$ cat src/rtl/alarm_clock_if.sv
// Button/level inputs and BCD + 7-segment display outputs of the alarm clock.
// The master side drives the buttons; the slave side is the clock itself.
interface alarm_clock_if;
  logic       set_time;
  logic       switch_select_in;
  logic       increment_in;
  logic [3:0] secU, secT, minU, minT, hrU, hrT;
  logic [6:0] secUSeg, secTSeg, minUSeg, minTSeg, hrUSeg, hrTSeg;

  modport master (
    output set_time, switch_select_in, increment_in,
    input  secU, secT, minU, minT, hrU, hrT,
    input  secUSeg, secTSeg, minUSeg, minTSeg, hrUSeg, hrTSeg
  );

  modport slave (
    input  set_time, switch_select_in, increment_in,
    output secU, secT, minU, minT, hrU, hrT,
    output secUSeg, secTSeg, minUSeg, minTSeg, hrUSeg, hrTSeg
  );
endinterface

$ cat src/rtl/alarm_clock.sv
// 24-hour HH:MM:SS clock with debounced select/increment buttons and a
// per-digit time-set mode; drives BCD digits and 7-segment patterns.
module alarm_clock #(
  parameter int TICK_CYCLES     = 100_000_000,
  parameter int DEBOUNCE_CYCLES = 8
) (
  input  logic          clk,
  input  logic          resetn,
  alarm_clock_if.slave  bus
);

  localparam int PW = (TICK_CYCLES > 2) ? $clog2(TICK_CYCLES) : 1;
  localparam int DW = $clog2(DEBOUNCE_CYCLES + 1);
  localparam logic [PW-1:0] PRESC_LAST = PW'(TICK_CYCLES - 1);
  localparam logic [DW-1:0] DB_LAST    = DW'(DEBOUNCE_CYCLES - 1);

  function automatic logic [6:0] seg7(input logic [3:0] d);
    logic [6:0] s;
    case (d)
      4'd0:    s = 7'b0111111;
      4'd1:    s = 7'b0000110;
      4'd2:    s = 7'b1011011;
      4'd3:    s = 7'b1001111;
      4'd4:    s = 7'b1100110;
      4'd5:    s = 7'b1101101;
      4'd6:    s = 7'b1111101;
      4'd7:    s = 7'b0000111;
      4'd8:    s = 7'b1111111;
      4'd9:    s = 7'b1101111;
      default: s = 7'b0000000;
    endcase
    return s;
  endfunction

  // Button index 0 = select, 1 = increment
  logic [1:0]    raw_s;
  logic [1:0]    sync1_q, sync2_q;
  logic [1:0]    db_q, db_d;
  logic [1:0]    press_q, press_d;
  logic [DW-1:0] cnt_q [2];
  logic [DW-1:0] cnt_d [2];

  logic [PW-1:0] presc_q, presc_d;
  logic [2:0]    ptr_q, ptr_d;
  logic [3:0]    secu_q, sect_q, minu_q, mint_q, hru_q, hrt_q;
  logic [3:0]    secu_d, sect_d, minu_d, mint_d, hru_d, hrt_d;
  logic          tick_s;

  assign raw_s = {bus.increment_in, bus.switch_select_in};

  // Debounce: accept the synced level after DEBOUNCE_CYCLES consecutive mismatching samples
  always_comb begin
    for (int i = 0; i < 2; i++) begin
      db_d[i]  = db_q[i];
      cnt_d[i] = '0;
      if (sync2_q[i] != db_q[i]) begin
        if (cnt_q[i] == DB_LAST) begin
          db_d[i]  = sync2_q[i];
          cnt_d[i] = '0;
        end else begin
          cnt_d[i] = cnt_q[i] + DW'(1);
        end
      end else begin
        cnt_d[i] = '0;
      end
    end
    press_d = db_d & ~db_q;
  end

  // Prescaler, pointer and digit next-state
  always_comb begin
    presc_d = presc_q;
    ptr_d   = ptr_q;
    secu_d  = secu_q;
    sect_d  = sect_q;
    minu_d  = minu_q;
    mint_d  = mint_q;
    hru_d   = hru_q;
    hrt_d   = hrt_q;
    tick_s  = 1'b0;

    if (bus.set_time) begin
      presc_d = '0;
      if (press_q[1]) begin
        case (ptr_q)
          3'd0: secu_d = (secu_q == 4'd9) ? 4'd0 : secu_q + 4'd1;
          3'd1: sect_d = (sect_q == 4'd5) ? 4'd0 : sect_q + 4'd1;
          3'd2: minu_d = (minu_q == 4'd9) ? 4'd0 : minu_q + 4'd1;
          3'd3: mint_d = (mint_q == 4'd5) ? 4'd0 : mint_q + 4'd1;
          3'd4: begin
            if (hrt_q == 4'd2) begin
              hru_d = (hru_q >= 4'd3) ? 4'd0 : hru_q + 4'd1;
            end else begin
              hru_d = (hru_q == 4'd9) ? 4'd0 : hru_q + 4'd1;
            end
          end
          3'd5: begin
            hrt_d = (hrt_q >= 4'd2) ? 4'd0 : hrt_q + 4'd1;
            // 2x hours are limited to 23
            if (hrt_d == 4'd2 && hru_q > 4'd3) begin
              hru_d = 4'd3;
            end else begin
              hru_d = hru_q;
            end
          end
          default: ptr_d = ptr_q;
        endcase
      end else begin
        ptr_d = ptr_q;
      end
      if (press_q[0]) begin
        ptr_d = (ptr_q >= 3'd5) ? 3'd0 : ptr_q + 3'd1;
      end else begin
        ptr_d = ptr_q;
      end
    end else begin
      if (presc_q == PRESC_LAST) begin
        presc_d = '0;
        tick_s  = 1'b1;
      end else begin
        presc_d = presc_q + PW'(1);
      end
    end

    if (tick_s) begin
      if (secu_q != 4'd9) begin
        secu_d = secu_q + 4'd1;
      end else begin
        secu_d = 4'd0;
        if (sect_q != 4'd5) begin
          sect_d = sect_q + 4'd1;
        end else begin
          sect_d = 4'd0;
          if (minu_q != 4'd9) begin
            minu_d = minu_q + 4'd1;
          end else begin
            minu_d = 4'd0;
            if (mint_q != 4'd5) begin
              mint_d = mint_q + 4'd1;
            end else begin
              mint_d = 4'd0;
              if (hrt_q == 4'd2 && hru_q == 4'd3) begin
                hrt_d = 4'd0;
                hru_d = 4'd0;
              end else if (hru_q == 4'd9) begin
                hru_d = 4'd0;
                hrt_d = hrt_q + 4'd1;
              end else begin
                hru_d = hru_q + 4'd1;
              end
            end
          end
        end
      end
    end else begin
      tick_s = 1'b0;
    end
  end

  // Button conditioning state
  always_ff @(posedge clk or negedge resetn) begin
    if (!resetn) begin
      sync1_q  <= 2'b00;
      sync2_q  <= 2'b00;
      db_q     <= 2'b00;
      press_q  <= 2'b00;
      cnt_q[0] <= '0;
      cnt_q[1] <= '0;
    end else begin
      sync1_q  <= raw_s;
      sync2_q  <= sync1_q;
      db_q     <= db_d;
      press_q  <= press_d;
      cnt_q[0] <= cnt_d[0];
      cnt_q[1] <= cnt_d[1];
    end
  end

  // Timekeeping state
  always_ff @(posedge clk or negedge resetn) begin
    if (!resetn) begin
      presc_q <= '0;
      ptr_q   <= 3'd4;
      secu_q  <= 4'd0;
      sect_q  <= 4'd0;
      minu_q  <= 4'd0;
      mint_q  <= 4'd0;
      hru_q   <= 4'd0;
      hrt_q   <= 4'd0;
    end else begin
      presc_q <= presc_d;
      ptr_q   <= ptr_d;
      secu_q  <= secu_d;
      sect_q  <= sect_d;
      minu_q  <= minu_d;
      mint_q  <= mint_d;
      hru_q   <= hru_d;
      hrt_q   <= hrt_d;
    end
  end

  assign bus.secU    = secu_q;
  assign bus.secT    = sect_q;
  assign bus.minU    = minu_q;
  assign bus.minT    = mint_q;
  assign bus.hrU     = hru_q;
  assign bus.hrT     = hrt_q;
  assign bus.secUSeg = seg7(secu_q);
  assign bus.secTSeg = seg7(sect_q);
  assign bus.minUSeg = seg7(minu_q);
  assign bus.minTSeg = seg7(mint_q);
  assign bus.hrUSeg  = seg7(hru_q);
  assign bus.hrTSeg  = seg7(hrt_q);

endmodule

$ cat src/flat_wrapper.sv
// flat-port wrapper written by rule: the top's interface ports become plain ports
module alarm_clock_flat 
#(
  parameter int TICK_CYCLES     = 100_000_000,
  parameter int DEBOUNCE_CYCLES = 8
)
  (clk, resetn, bus_set_time, bus_switch_select_in, bus_increment_in, bus_secU, bus_secT, bus_minU, bus_minT, bus_hrU, bus_hrT, bus_secUSeg, bus_secTSeg, bus_minUSeg, bus_minTSeg, bus_hrUSeg, bus_hrTSeg);
  alarm_clock_if bus_i ();
  input  logic clk;
  input  logic resetn;
  input wire logic [$bits(bus_i.set_time)-1:0] bus_set_time;
  input wire logic [$bits(bus_i.switch_select_in)-1:0] bus_switch_select_in;
  input wire logic [$bits(bus_i.increment_in)-1:0] bus_increment_in;
  output wire logic [$bits(bus_i.secU)-1:0] bus_secU;
  output wire logic [$bits(bus_i.secT)-1:0] bus_secT;
  output wire logic [$bits(bus_i.minU)-1:0] bus_minU;
  output wire logic [$bits(bus_i.minT)-1:0] bus_minT;
  output wire logic [$bits(bus_i.hrU)-1:0] bus_hrU;
  output wire logic [$bits(bus_i.hrT)-1:0] bus_hrT;
  output wire logic [$bits(bus_i.secUSeg)-1:0] bus_secUSeg;
  output wire logic [$bits(bus_i.secTSeg)-1:0] bus_secTSeg;
  output wire logic [$bits(bus_i.minUSeg)-1:0] bus_minUSeg;
  output wire logic [$bits(bus_i.minTSeg)-1:0] bus_minTSeg;
  output wire logic [$bits(bus_i.hrUSeg)-1:0] bus_hrUSeg;
  output wire logic [$bits(bus_i.hrTSeg)-1:0] bus_hrTSeg;
  assign bus_i.set_time = bus_set_time;
  assign bus_i.switch_select_in = bus_switch_select_in;
  assign bus_i.increment_in = bus_increment_in;
  assign bus_secU = bus_i.secU;
  assign bus_secT = bus_i.secT;
  assign bus_minU = bus_i.minU;
  assign bus_minT = bus_i.minT;
  assign bus_hrU = bus_i.hrU;
  assign bus_hrT = bus_i.hrT;
  assign bus_secUSeg = bus_i.secUSeg;
  assign bus_secTSeg = bus_i.secTSeg;
  assign bus_minUSeg = bus_i.minUSeg;
  assign bus_minTSeg = bus_i.minTSeg;
  assign bus_hrUSeg = bus_i.hrUSeg;
  assign bus_hrTSeg = bus_i.hrTSeg;
  alarm_clock #(.TICK_CYCLES(TICK_CYCLES), .DEBOUNCE_CYCLES(DEBOUNCE_CYCLES)) u_core (.clk(clk), .resetn(resetn), .bus(bus_i));
endmodule
$ cat config.mk
export PLATFORM = sky130hd
export DESIGN_NAME = alarm_clock_flat
export DESIGN_NICKNAME = d
export VERILOG_FILES = /design/src/rtl/alarm_clock_if.sv /design/src/rtl/alarm_clock.sv /design/src/flat_wrapper.sv
export SDC_FILE = /design/constraint.sdc
export NUM_CORES = 1
export LEC_CHECK = 0
export ABC_AREA = 1
export CORE_MARGIN = 1.5
export CORE_UTILIZATION = 40
export CTS_CLUSTER_SIZE = 25
export DETAILED_ROUTE_END_ITERATION = 8
export PLACE_DENSITY = 0.66
export SYNTH_ARGS = -nofsm -noshare
export SYNTH_HDL_FRONTEND = slang
export SYNTH_SLANG_ARGS = --single-unit
$ cat constraint.sdc
create_clock -name clk -period 4.9 [get_ports clk]
set_clock_uncertainty 0.15 [all_clocks]
set_input_delay 0.98 -clock clk [delete_from_list [all_inputs] [get_ports clk]]
set_output_delay 0.98 -clock clk [all_outputs]
set_load 0.05 [all_outputs]
==> key figures, run 1 <==
Worst setup path
  • Crit path cell chain: inv_1 -> ha_1 -> inv_1 -> o21ai_0 -> nor2_1 -> nor2_1 -> clkdlybuf4s50_1
  • Slowest-stage cell, CP: clkdlybuf4s50_1
  • Critical Path AT: approximately 2500 ps
  • Reg2Reg Setup Slack: 2570 ps
  • Worst R2R Start: u_core.presc_q[0]
  • Critical path type: flop to primary output
  • Crit end category: primary output
  • Startpoint Class: flop
  • Max stage delay on crit path: around 800 ps
  • FF-to-FF path depth: 8
  • Crit path max fanout: 8
  • Reg-to-Reg End: u_core.presc_q[10]
  • Required time of the critical path: 3770 ps

Worst hold path
  • Hold Path Class: flop to flop
  • Min-Delay Path Depth: 0
  • Hold path start: u_core.sync1_q[1]
  • Hold EP: u_core.sync2_q[1]

Synth
  • Post-synth EDFFs: 0
  • Count of cell types in the netlist: 38
  • Post-Syn Area per Cell: 7.46 um^2
  • YS warnings: 0
  • Syn nets: around 730
  • Top cells by area, synth: dfrtp_1 (35%), ha_1 (13%), nand2_1 (11%)
  • Synthesized area: between 4000 and 5000 um^2
  • Yosys top cell area share: 34.6%
  • Dominant synthesized flop cell: dfrtp_1
  • Asr flop ratio synth: 100%
  • Seq/Total Area, Yosys: about a third
  • #FFs+latches synth: 70
  • Syn Inst Count: about 670
  • Post-synth top cells: nand2_1 (145), inv_1 (83), nor2_1 (78), dfrtp_1 (69), o21ai_0 (61)
  • Leading area contributor after synthesis: dfrtp_1
  • Most numerous cell in the Yosys netlist: nand2_1

STA
  • Fin. max-slew vios: 0
  • Worst-Margin Slew: around 770 ps
  • Hold Violations, Final: 0
  • Final Setup Violations: 0
  • FMAX: ~0.28 GHz
  • Sum of negative setup slack: 0 ps
  • Final worst path period need: 3630 ps
  • Slew headroom: about half
  • Final Cycle Share: between 70% and 80%
  • RSZ-0062 raised after global routing: no
  • Setup ws final: about 1300 ps
  • Hold WS: about 200 ps

Detailed routing
  • DRC Markers: 0
  • Post-DR vias/cell: between 4 and 5
  • Post-route ant nets: 0
  • Routed vias: 4439
  • Final WL: 10.7 mm
  • DRT Pass-1 Iters: 4
  • 1st-iter DRT viols: approximately 310
  • Routed length per instance: 11.7 um

GRT
  • Total GRT Usage: about 17%
  • First-pass GRT wire length: approximately 18 mm
  • Pin count of the biggest net entering global routing: 39
  • Initial antenna violation count: 0
  • Vias in the first global route: a little over 4000
  • GRT overflow: 0

Placement
  • I/O Buffers: 70
  • Placer Congestion: 0.839
  • Dpl hpwl: between 8 and 9 mm
  • Placement Setup Slack: about 1600 ps

Floorplan
  • Die area: approximately 13000 um^2
  • Die Y: about 110 um
  • Initial core utilization: around 40%
  • Die Wd: between 100 and 150 um
  • Rows: 40
  • Area of the core: 12100 um^2
  • IO Count: a little over 70

Clocking
  • H-tree depth: 3
  • Clk buf depth: 2
  • Clock transition at the registers of the reported paths: about 60 ps
  • Cts hold-fix bufs: 0
  • Post-CTS Resized: 0
  • Postcts setup bufs: 0
  • Clock latency reported for the late side of the worst-skew pair: approximately 330 ps
  • Cts bufs inserted: 9
  • CTS tree: built
  • CTS Root Buffer Type: clkbuf_16
  • Clock sinks: 70

Power and ir drop
  • Power per Cell Area: roughly 300 nW/um^2
  • Pleak: 3.02 nW
  • Worst VDD drop: between 0.2 and 0.25 mV

Finish
  • Layout cells sized above 1: roughly 7.2%
  • Diode count: 0
  • Nets: 800
  • Synth-to-layout area growth: 23.9%

Status
  • Outcome: finished, final reports clean

Flow run
  • Maxcap violations: 0
routing by layer:
layer | share of wire, % | GRT usage (%)
met5 | 0 | 0
met1 | 48 | 22.9
met3 | 3.2 | 2.38
met4 | 0.83 | 4.58
met2 | 48 | 28.6
layout by cell type, fill, tap and decap left out, types with 2 or more instances in the layout:
master / instances
a21oi_1: 22
a21oi_2: 2
clkbuf_16: 9
clkbuf_8: 2
clkdlybuf4s50_1: 69
clkinv_1: 2
clkinvlp_4: 3
dfrtp_1: 69
ha_1: 51
inv_1: 83
inv_2: 7
nand2_1: 145
nand2_2: 3
nand2_4: 2
nand3_1: 48
nand3_2: 3
nand3b_1: 3
nand4_1: 10
nand4_2: 2
nor2_1: 78
nor2_2: 4
nor2_4: 5
nor3_1: 9
nor3_2: 3
nor3b_1: 2
nor4_1: 4
o211ai_1: 5
o21ai_0: 61
o22ai_1: 6
or2_2: 4
xnor2_1: 5
xor2_1: 16
area by class of cell:
| class | count | area, um^2 |
|---|---|---|
| timing repair buffer | 71 | 703 |
| fill | 1163 | 5930 |
| tap | 168 | 210 |
| clock inverter | 5 | 57.6 |
| inverter | 92 | 345 |
| sequential | 70 | 1750 |
| clock buffer | 11 | 253 |
| multi-input combinational | 500 | 2860 |
state kept, by name, indices dropped and copies added, names as in the netlist, 3 cells and up:
signal / cells
u_core.presc_q: 27
u_core.cnt_q: 8
u_core.bus.hrT: 4
u_core.bus.hrU: 4
u_core.bus.minT: 4
u_core.bus.minU: 4
u_core.bus.secT: 4
u_core.bus.secU: 4
u_core.ptr_q: 3
logic make-up after synthesis:
group                      share of synthesized area (%)
AOI/OAI and AO/OA                                   10.9
DFF                                                 35.1
buffers and inverters                               7.55
and+or+nand+nor                                     29.9
adders and majority gates                           12.8
xor gates and xnor gates                            3.69
report_power, final:
| part | internal, W | total, W | switching [W] | leakage [nW] |
|---|---|---|---|---|
| Sequential | 0.000626 | 0.000681 | 0.0000543 | 0.879 |
| Combinational | 0.000180 | 0.000553 | 0.000373 | 2.00 |
| Clock | 0.000420 | 0.000656 | 0.000236 | 0.144 |
| Total | 0.00123 | 0.00189 | 0.000663 | 3.02 |
worst max path at each step:
| stage | end | startpoint |
|---|---|---|
| after global routing | bus_hrTSeg[3] | u_core.bus.hrT[0] |
| after global placement | bus_hrTSeg[3] | u_core.bus.hrT[0] |
| final | bus_hrTSeg[3] | u_core.bus.hrT[0] |
| after detailed placement | bus_hrTSeg[3] | u_core.bus.hrT[0] |
| after CTS | bus_hrTSeg[3] | u_core.bus.hrT[0] |
| after floorplan | bus_hrUSeg[1] | u_core.bus.hrU[0] |
critical path, delay by kind of cell, from the launching register on:
kind / cells / cell delay, ps
buffers and inverters: 3 / 1010
AOI/OAI and AO/OA: 1 / 210
adders and majority gates: 1 / 310
DFF: 1 / 470
and+or+nand+nor: 2 / 160
stage by stage:
| stage | instance area [um^2] | total power [W] | cells | util, % |
|---|---|---|---|---|
| after detailed placement | 5870 | 0.00125 | 901 | 48.5 |
| after global placement | 5870 | 0.00124 | 901 | 48.5 |
| after CTS | 6180 | 0.00192 | 917 | 51.0 |
| after global routing | 6180 | 0.00199 | 917 | 51.0 |
| final | 6180 | 0.00189 | 917 | 51.0 |
| after floorplan | 4990 | 0.00107 | 669 | - |
Note: power is estimated with default switching activity, not from simulation.
==> run 2: changes to the inputs <==
==> constraint.sdc (replaced) <==
create_clock -name clk -period 3.6 [get_ports clk]
set_clock_uncertainty 0.15 [all_clocks]
set_input_delay 0.72 -clock clk [delete_from_list [all_inputs] [get_ports clk]]
set_output_delay 0.72 -clock clk [all_outputs]
set_load 0.05 [all_outputs]
==> key figures, run 2 (same netlist as run 1, synthesis figures left out) <==
Worst setup path
  • Slowest-stage cell, CP: clkdlybuf4s50_1
  • Top Family by Delay on Critical Path: buffers and inverters
  • Critical path type: flop to primary output
  • Max stage delay on crit path: 820 ps
  • Crit path from: u_core.bus.hrU[0]
  • Crit end category: primary output
  • Most used cell, CP: inv_1
  • Critical Path AT: between 2000 and 2500 ps
  • Startpoint Class: flop
  • Worst R2R Start: u_core.bus.hrT[0]
  • Required time of the critical path: around 2700 ps
  • Buf/Inv on CP: 3
  • Crit path cell chain: inv_1 -> ha_1 -> nand2_1 -> inv_1 -> o21ai_0 -> clkdlybuf4s50_1
  • Crit path max fanout: 7

STA
  • Hold Violations, Final: 0
  • Slew headroom: between 40% and 50%
  • Worst-Margin Slew: roughly 870 ps
  • Final worst path period need: approximately 3200 ps
  • FMAX: about 0.31 GHz
  • Final Cycle Share: 90.3%
  • Hold WS: 198 ps
  • RSZ-0062 raised after global routing: no
  • Sum of negative setup slack: 0 ps
  • Fin. max-slew vios: 0
  • Final Setup Violations: 0

Power and ir drop
  • Worst VDD drop: 0.340 mV
  • Clock Power Share: 35.0%
  • Seq pwr share: between 30% and 40%
  • Pint: roughly 0.0017 W
  • NetSw: around 0.00092 W
  • Sw Share: between 30% and 40%
  • Power per Cell Area: 418 nW/um^2
  • Pleak: roughly 3 nW
  • Comb pwr share: roughly 29%

Clocking
  • CTS tree: built
  • Cts hold-fix bufs: 0
  • Clock transition at the registers of the reported paths: around 50 ps
  • Cts bufs inserted: 9
  • H-tree depth: 3
  • Clock latency reported for the late side of the worst-skew pair: about 330 ps
  • CTS Root Buffer Type: clkbuf_16
  • Clk buf depth: 2
  • Clock sinks: 70
  • Postcts setup bufs: 0

GRT
  • GRT overflow: 0
  • Vias in the first global route: 4277
  • Initial antenna violation count: 0
  • Pin count of the biggest net entering global routing: 71
  • First-pass GRT wire length: between 15 and 20 mm
  • Total GRT Usage: roughly 18%

Finish
  • Biggest register: u_core.presc_q
  • Layout cells sized above 1: approximately 7.3%
  • Most common cell after layout, fill and taps aside: nand2_1
  • Nets: approximately 800
  • Fin cells: roughly 920
  • # fillers: between 1000 and 1500
  • Max reg flops: 27
  • Most frequent cells in the layout: nand2_1 (145), inv_1 (83), nor2_1 (78)
  • Final Util: around 51%
  • Diode count: 0
  • Biggest regs: u_core.presc_q (27), u_core.cnt_q (8)
  • Synth-to-layout area growth: 24.1%

Floorplan
  • Area of the core: between 10000 and 15000 um^2
  • Rows: 40
  • Die Y: 115 um
  • IO Count: between 70 and 80
  • Die area: about 13000 um^2
  • Die Wd: about 110 um
  • Initial core utilization: about two fifths

Detailed routing
  • DRT Pass-1 Iters: 4
  • Final WL: 10.9 mm
  • 1st-iter DRT viols: approximately 250
  • Post-route ant nets: 0
  • Routed vias: around 4500
  • Routed length per instance: 11.9 um
  • Post-DR vias/cell: between 4 and 5
  • DRC Markers: 0

Status
  • Outcome: finished, final reports clean

Placement
  • Placer Congestion: 0.842
  • Dpl hpwl: between 8 and 9 mm
  • Placed insts: roughly 900
  • I/O Buffers: 70

Worst hold path
  • Hold path start: u_core.sync1_q[0]
  • Hold Path Class: flop to flop

Flow run
  • Maxcap violations: 0
[run 2: cell count changes in the layout (fill, tap and decap cells not counted), sizes merged]
cell,delta
clkinvlp,-3
clkinv,+3
buf,+1
dlymetal6s2s,+1
clkdlybuf4s50,-1
[run 2: per-stage QoR]
step	cell area [um^2]	setup WS, ps	total power, W
floorplan	4990	251	0.00145
global placement	5880	649	0.00168
detailed placement	5880	580	0.00170
CTS	6190	213	0.00262
global route	6190	159	0.00273
finish	6190	351	0.00259
[run 2: worst paths after layout]
| kind | to | slack [ps] | cells after the start |
|---|---|---|---|
| worst max-delay path | bus_hrUSeg[1] | 350 | 6 |
| worst min-delay path | u_core.sync2_q[0] | 200 | 0 |
| worst max register to register | u_core.bus.hrU[0] | 1370 | 9 |
| worst min register to register | u_core.sync2_q[0] | 200 | 0 |
| max in group asynchronous | u_core.ptr_q[0] | 2300 | 2 |
| min in group asynchronous | u_core.bus.minU[1] | 450 | 2 |
[run 2: routing by layer]
metal  GRT usage (%)  share of wire (%)  vias up
met5               0                  0        -
met3            3.18                3.8        8
li1                -                  -     2315
met1            22.8                 48     2073
met2            29.9                 47       84
met4            5.75               0.87        0
[run 2: what timing repair did]
| item | CTS | global route |
|---|---|---|
| hold endpoints to repair | 0 | 0 |
| gates resized for setup | 0 | 1 |
| setup endpoints to repair | 0 | 1 |
[run 2: worst reg2reg max path: stages, from the launching register on]
cell and delay (ps):
dfrtp_1 470, inv_1 180, ha_1 170, inv_1 60, nor3_2 170, inv_1 160, nor3_2 320, inv_1 160
nor3_1 200, nor2_1 70
[run 2: cell type report]
cell class | count | area [um^2] | share of cell area, %
Timing Repair Buffer | 72 | 713 | 11.5
Clock buffer | 11 | 253 | 4.08
Tap cell | 168 | 210 | 3.40
Inverter | 92 | 345 | 5.58
Multi-Input combinational cell | 500 | 2860 | 46.2
Clock inverter | 5 | 57.6 | 0.930
Sequential cell | 70 | 1750 | 28.3
[run 2: power by group through the flow]
stage	registers (W)	logic, W	clock network [W]
2_1_floorplan	0.000979	0.000475	0
3_3_place_gp	0.000934	0.000750	0
3_5_place_dp	0.000939	0.000760	0
4_1_cts	0.000926	0.000764	0.000929
5_1_grt	0.000937	0.000828	0.000968
6_report	0.000926	0.000757	0.000905
